**src/rtl/cpu_pkg.sv**
```systemverilog
// cpu_pkg
// Shared definitions for the 8-bit RISC CPU control path: opcode encodings,
// the eight instruction-cycle phases, and a helper that classifies opcodes
// whose operand is fetched from memory and written into the accumulator.
package cpu_pkg;

  localparam logic [2:0] HLT = 3'b000;
  localparam logic [2:0] SKZ = 3'b001;
  localparam logic [2:0] ADD = 3'b010;
  localparam logic [2:0] AND = 3'b011;
  localparam logic [2:0] XOR = 3'b100;
  localparam logic [2:0] LDA = 3'b101;
  localparam logic [2:0] STO = 3'b110;
  localparam logic [2:0] JMP = 3'b111;

  typedef enum logic [2:0] {
    P_INST_ADDR  = 3'd0,
    P_INST_FETCH = 3'd1,
    P_INST_LOAD  = 3'd2,
    P_IDLE       = 3'd3,
    P_OP_ADDR    = 3'd4,
    P_OP_FETCH   = 3'd5,
    P_ALU_OP     = 3'd6,
    P_STORE      = 3'd7
  } phase_t;

  // True for instructions that read a memory operand into the accumulator.
  function automatic logic is_aluop(input logic [2:0] op);
    logic r;
    r = 1'b0;
    case (op)
      ADD, AND, XOR, LDA: r = 1'b1;
      default:            r = 1'b0;
    endcase
    return r;
  endfunction

endpackage

```
**src/rtl/cpu_controller_if.sv**
```systemverilog
// cpu_controller_if
// Bundles the controller's instruction inputs (opcode, zero) with the
// datapath control strobes it produces.
//   master : controller side  (inputs opcode/zero, drives strobes)
//   slave  : datapath side    (drives opcode/zero, observes strobes)
interface cpu_controller_if;
  logic [2:0] opcode;
  logic       zero;
  logic       sel;
  logic       rd;
  logic       ld_ir;
  logic       halt;
  logic       inc_pc;
  logic       ld_ac;
  logic       ld_pc;
  logic       wr;
  logic       data_e;

  modport master (
    input  opcode, zero,
    output sel, rd, ld_ir, halt, inc_pc, ld_ac, ld_pc, wr, data_e
  );

  modport slave (
    output opcode, zero,
    input  sel, rd, ld_ir, halt, inc_pc, ld_ac, ld_pc, wr, data_e
  );
endinterface

```
**src/rtl/cpu_controller_phase_counter.sv**
```systemverilog
// phase_counter
// Three-bit wrapping instruction-phase counter.
//   clk   : system clock, rising edge
//   rst   : asynchronous active-high reset, returns to P_INST_ADDR
//   hold  : freezes the phase when high
//   phase : current instruction phase
module phase_counter
  import cpu_pkg::*;
(
  input  logic   clk,
  input  logic   rst,
  input  logic   hold,
  output phase_t phase
);

  // P7 wraps to P0 through natural 3-bit overflow.
  always_ff @(posedge clk or posedge rst) begin
    if (rst)
      phase <= P_INST_ADDR;
    else if (!hold)
      phase <= phase_t'(phase + 3'd1);
  end

endmodule

```
**src/rtl/cpu_controller.sv**
```systemverilog
// cpu_controller
// Eight-phase control sequencer for the 8-bit RISC CPU. Decodes the current
// phase, opcode and accumulator zero flag into datapath control strobes.
// A HLT instruction parks the sequencer at P_OP_ADDR until reset.
//   clk : system clock, rising edge
//   rst : asynchronous active-high reset
//   bus : opcode/zero in, sel/rd/ld_ir/halt/inc_pc/ld_ac/ld_pc/wr/data_e out
module cpu_controller
  import cpu_pkg::*;
(
  input  logic                    clk,
  input  logic                    rst,
  cpu_controller_if.master        bus
);

  phase_t phase;
  logic   halted;
  logic   halt_now;
  logic   hold;
  logic   aluop;

  // HLT is taken at the P_OP_ADDR edge; the same edge must also stop the
  // counter, otherwise the phase would slip to P_OP_FETCH before freezing.
  assign halt_now = !halted && (phase == P_OP_ADDR) && (bus.opcode == HLT);
  assign hold     = halted || halt_now;
  assign aluop    = is_aluop(bus.opcode);

  phase_counter u_phase (
    .clk   (clk),
    .rst   (rst),
    .hold  (hold),
    .phase (phase)
  );

  // Sticky halted flag; only reset clears it.
  always_ff @(posedge clk or posedge rst) begin
    if (rst)
      halted <= 1'b0;
    else if (halt_now)
      halted <= 1'b1;
  end

  // Strobe decode. While halted, every strobe except halt is suppressed
  // regardless of phase or opcode.
  always_comb begin
    bus.sel    = 1'b0;
    bus.rd     = 1'b0;
    bus.ld_ir  = 1'b0;
    bus.halt   = 1'b0;
    bus.inc_pc = 1'b0;
    bus.ld_ac  = 1'b0;
    bus.ld_pc  = 1'b0;
    bus.wr     = 1'b0;
    bus.data_e = 1'b0;
    if (halted) begin
      bus.halt = 1'b1;
    end else begin
      case (phase)
        P_INST_ADDR: begin
          bus.sel = 1'b1;
        end
        P_INST_FETCH: begin
          bus.sel = 1'b1;
          bus.rd  = 1'b1;
        end
        P_INST_LOAD, P_IDLE: begin
          bus.sel   = 1'b1;
          bus.rd    = 1'b1;
          bus.ld_ir = 1'b1;
        end
        P_OP_ADDR: begin
          bus.inc_pc = (bus.opcode != HLT);
          bus.halt   = (bus.opcode == HLT);
        end
        P_OP_FETCH: begin
          bus.rd = aluop;
        end
        P_ALU_OP: begin
          bus.rd     = aluop;
          bus.inc_pc = (bus.opcode == SKZ) && bus.zero;
          bus.ld_pc  = (bus.opcode == JMP);
          bus.data_e = (bus.opcode == STO);
        end
        P_STORE: begin
          bus.rd     = aluop;
          bus.ld_ac  = aluop;
          bus.ld_pc  = (bus.opcode == JMP);
          bus.wr     = (bus.opcode == STO);
          bus.data_e = (bus.opcode == STO);
        end
        default: begin
          bus.sel = 1'b0;
        end
      endcase
    end
  end

endmodule

```
**src/flat_wrapper.sv**
```systemverilog
// flat-port wrapper written by rule: the top's interface ports become plain ports
module cpu_controller_flat import cpu_pkg::*;
  (clk, rst, bus_opcode, bus_zero, bus_sel, bus_rd, bus_ld_ir, bus_halt, bus_inc_pc, bus_ld_ac, bus_ld_pc, bus_wr, bus_data_e);
  cpu_controller_if bus_i ();
  input  logic clk;
  input  logic rst;
  input wire logic [$bits(bus_i.opcode)-1:0] bus_opcode;
  input wire logic [$bits(bus_i.zero)-1:0] bus_zero;
  output wire logic [$bits(bus_i.sel)-1:0] bus_sel;
  output wire logic [$bits(bus_i.rd)-1:0] bus_rd;
  output wire logic [$bits(bus_i.ld_ir)-1:0] bus_ld_ir;
  output wire logic [$bits(bus_i.halt)-1:0] bus_halt;
  output wire logic [$bits(bus_i.inc_pc)-1:0] bus_inc_pc;
  output wire logic [$bits(bus_i.ld_ac)-1:0] bus_ld_ac;
  output wire logic [$bits(bus_i.ld_pc)-1:0] bus_ld_pc;
  output wire logic [$bits(bus_i.wr)-1:0] bus_wr;
  output wire logic [$bits(bus_i.data_e)-1:0] bus_data_e;
  assign bus_i.opcode = bus_opcode;
  assign bus_i.zero = bus_zero;
  assign bus_sel = bus_i.sel;
  assign bus_rd = bus_i.rd;
  assign bus_ld_ir = bus_i.ld_ir;
  assign bus_halt = bus_i.halt;
  assign bus_inc_pc = bus_i.inc_pc;
  assign bus_ld_ac = bus_i.ld_ac;
  assign bus_ld_pc = bus_i.ld_pc;
  assign bus_wr = bus_i.wr;
  assign bus_data_e = bus_i.data_e;
  cpu_controller u_core (.clk(clk), .rst(rst), .bus(bus_i));
endmodule
```
**config.mk**
```make
export PLATFORM = sky130hd
export DESIGN_NAME = cpu_controller_flat
export DESIGN_NICKNAME = d
export VERILOG_FILES = /design/src/rtl/cpu_pkg.sv /design/src/rtl/cpu_controller_if.sv /design/src/rtl/cpu_controller_phase_counter.sv /design/src/rtl/cpu_controller.sv /design/src/flat_wrapper.sv
export SDC_FILE = /design/constraint.sdc
export NUM_CORES = 1
export LEC_CHECK = 0
export ABC_AREA = 1
export CORE_AREA = 10 10 47 49
export CTS_CLUSTER_DIAMETER = 50
export DETAILED_ROUTE_END_ITERATION = 10
export DIE_AREA = 0 0 57 59
export PLACE_DENSITY = 0.71
export SYNTH_ARGS = -nofsm -noshare
export SYNTH_HDL_FRONTEND = slang
export SYNTH_SLANG_ARGS = --single-unit
```
**constraint.sdc**
```tcl
create_clock -name clk -period 1.3 [get_ports clk]
set_input_delay 0.325 -clock clk [delete_from_list [all_inputs] [get_ports clk]]
set_output_delay 0.325 -clock clk [all_outputs]
set_load 0.01 [all_outputs]
```
==> metrics.md, run 1 <==
| Metric | Value |
|---|---|
| Status | `complete, but fails checks` |
| Failing checks | `setup timing` |
| # hold bufs at CTS | `0` |
| Pre-CTS setup slack | `-0.865 ns` |
| Post-synthesis sequential area ratio | `25.3%` |
| Wirelength per Cell | `12.3 um` |
| Syn_nets | `66` |
| Tmin final | `1.73 ns` |
| Vias in the first global route | `~520` |
| Post-DP Area | `between 600 and 700 um2` |
| Share of post-route cells with drive strength above 1 | `67.4%` |
| Crit-path max FO | `4` |
| Total Routing Usage GR | `7.58%` |
| Max Root-Sink Buffers | `2` |
| Post-synth top cells | `14 x nand2_1, 9 x nand3_1, 7 x inv_1` |
| Final Skew | `0.00533 ns` |
| FF+latch count, synth | `4` |
| F_max | `579 MHz` |
| Synth Warn # | `0` |
| CTS sink count | `4` |
| Leakage power | `~0.00039 uW` |
| Total power | `313 uW` |
| Clk_lat worst skew | `0.23 ns` |
| Design Area, Final | `between 800 and 900 um2` |
| Syn Inst Count | `55` |
| Setup tns final | `-2.73 ns` |
| Final hold vios | `0` |
| Filler Cell Count | `125` |
| Synth top area share | `25.3%` |
| Async S/R FF share, synth | `100%` |
| Crit path required time | `0.98 ns` |
| Final Setup Violations | `9` |
| CTS tree | `done` |
| Std-Cell Rows | `14` |
| Avg Inst Size Synth | `7.19 um2` |
| Worst-Margin Slew | `0.237 ns` |
| Area leader, netlist | `dfrtp_1` |
| Worst R2R End | `u_core.u_phase.phase[2]$_DFFE_PP0N_` |
| Final non-filler cell total | `108` |
| CTS buffer count | `3` |
| Most instantiated library cell after synthesis | `nand2_1` |
| FF-to-FF setup slack | `0.13 ns` |
| Post-DP HPWL | `approximately 950 um` |
| Most used DFF post-synth | `dfrtp_1` |
| Post-synth EDFFs | `0` |
| Worst VDD drop | `0.000385 V` |
| Max cap viols | `0` |
| I/O pins | `15` |
| Die X | `57 um` |
| Die Ht | `roughly 59 um` |
| Pins Over Slew Limit | `0` |
| Largest net degree at the start of global routing | `9` |
| Rel. slew slack | `84.2%` |
| Total wire length | `approximately 1300 um` |
| Kind of end point of the critical path | `primary output` |
| N_diodes | `0` |
| Critical Path Max Stage Delay | `0.44 ns` |
| Gpl congestion | `~0.74` |
| Synth Cell Area | `a little under 400 um2` |
| Starting Density | `28.2%` |
| Hold/Removal Path Class | `primary input to asynchronous set/reset pin` |
| Worst R2R Start | `u_core.u_phase.phase[0]$_DFFE_PP0N_` |
| Vias/cell | `4.45` |
| Nets@finish | `105` |
| PortBufs | `14` |
| PwrDens | `381 nW/um2` |
| Die area | `3360 um2` |
| Core area | `1400 um2` |
| Ranking of synthesized cells by area | `dfrtp_1 25%, ha_1 16%, nand2_1 13%` |
| Crit-path cells | `ha_4, ha_4, nand3b_1, nand3_2, nand2_2, buf_6` |
| Placed cells | `95` |
| Crit path DAT | `1.40 ns` |
| Drt pass-1 iters | `3` |
| Initial antenna violation count | `0` |
| RSZ-0062 raised after global routing | `yes` |
| Grt total ovfl | `0` |
| Final setup margin | `-0.426 ns` |
| CTS H-Tree Depth | `1` |
| Unique masters post-synth | `16` |
| Top cell by count, worst path | `ha_4` |
| Area grow syn2layout | `108%` |
| Vias | `a little under 500` |
| Remaining antenna violation count | `0` |
| DRC viols | `0` |
| Slowest-stage cell, CP | `dfrtp_2` |
| First-pass GRT wire length | `2130 um` |
| Initial drt markers | `4` |
| CP Launch Type | `flip-flop` |
| Reg2Reg Depth | `7` |
| Clk root buf | `clkbuf_4` |
| Worst-path clk slew | `around 0.040 ns` |
| Crit share post-route | `133%` |
| Crit Path Class | `flip-flop to primary output` |
## cells by family (layout without fill, tap and decap cells)
| logic type | after synthesis | after routing | share of synthesized area (%) |
|---|---|---|---|
| AND/OR/NAND/NOR | 35 | 35 | 44.3 |
| buffers and inverters | 9 | 46 | 12.0 |
| adder cells (fa/ha/maj) | 5 | 5 | 15.8 |
| flip-flops | 4 | 4 | 25.3 |
| AO/OA/AOI/OAI | 2 | 2 | 2.53 |
## sequential cells by signal (all words and copies together) (netlist names)
| name | count |
|---|---|
| u_core.u_phase.phase | 3 |
| u_core.halted | 1 |
## worst max path at each step
stage / start / endpoint / slack, ns / cells past startpoint
detailed placement: bus_opcode[2] / bus_inc_pc / -0.87 / 5
floorplan: u_core.u_phase.phase[1]$_DFFE_PP0N_ / bus_rd / -0.07 / 5
finish: u_core.u_phase.phase[1]$_DFFE_PP0N_ / bus_rd / -0.43 / 6
global route: u_core.u_phase.phase[0]$_DFFE_PP0N_ / bus_rd / -0.48 / 7
CTS: u_core.u_phase.phase[1]$_DFFE_PP0N_ / bus_rd / -0.43 / 6
global placement: bus_opcode[2] / bus_inc_pc / -0.82 / 5
## through the flow
step,hold slack [ns],util (%)
2_1_floorplan,0.0911,-
3_3_place_gp,0.514,46.9
3_5_place_dp,0.516,46.9
4_1_cts,0.269,52.8
5_1_grt,0.312,58.6
6_report,0.271,58.6
## power by group
part | switching [uW] | internal (uW)
Clock | 47.5 | 103
Combinational | 21.5 | 15.8
Sequential | 0 | 125
## metal layers
layer  GRT usage [%]  vias up  share of wire [%]
met1            6.92      221                 36
met4            2.01        0                  0
li1                -      252                  -
met3            2.58        0                4.1
met5               0        -                  0
met2            15.3        8                 60
## area by class of cell
cell class,count,area [um2],area share [%]
sequential,4,105,12.8
timing repair buffer,34,284,34.6
inverter,9,41.3,5.03
clock buffer,3,22.5,2.74
multi-input combinational,42,348,42.4
tap,16,20.0,2.44
## worst max-delay path: cells and delay by family (launching register included)
kind	cells	cell delay, ns
flops	1	0.44
fa+ha+maj	2	0.33
simple gates	3	0.30
buf+inv	1	0.11
## what timing repair did
| action | CTS | global route |
|---|---|---|
| endpoints found under the setup margin | 9 | 9 |
| buffers inserted | 6 | 6 |
| pin swaps | 5 | 7 |
| gates resized for setup | 59 | 13 |
## layout by cell type, fill, tap and decap left out, drive strengths merged
cell / instances
buf: 29
nand2: 16
nand3: 10
inv: 9
ha: 5
dfrtp: 4
nor3: 4
clkbuf: 3
dlygate4sd2: 3
nor2: 3
clkdlybuf4s50: 2
nand4: 1
a21oi: 1
nand3b: 1
o21ai: 1
No activity file was read; power rests on OpenSTA's default activity.
==> run 2, diff against run 1 <==
Settings changed: SLEW_MARGIN from default to 30.
==> results of run 2 <==
Same layout as run 1: the final DEF is identical, and so are final timing and power.
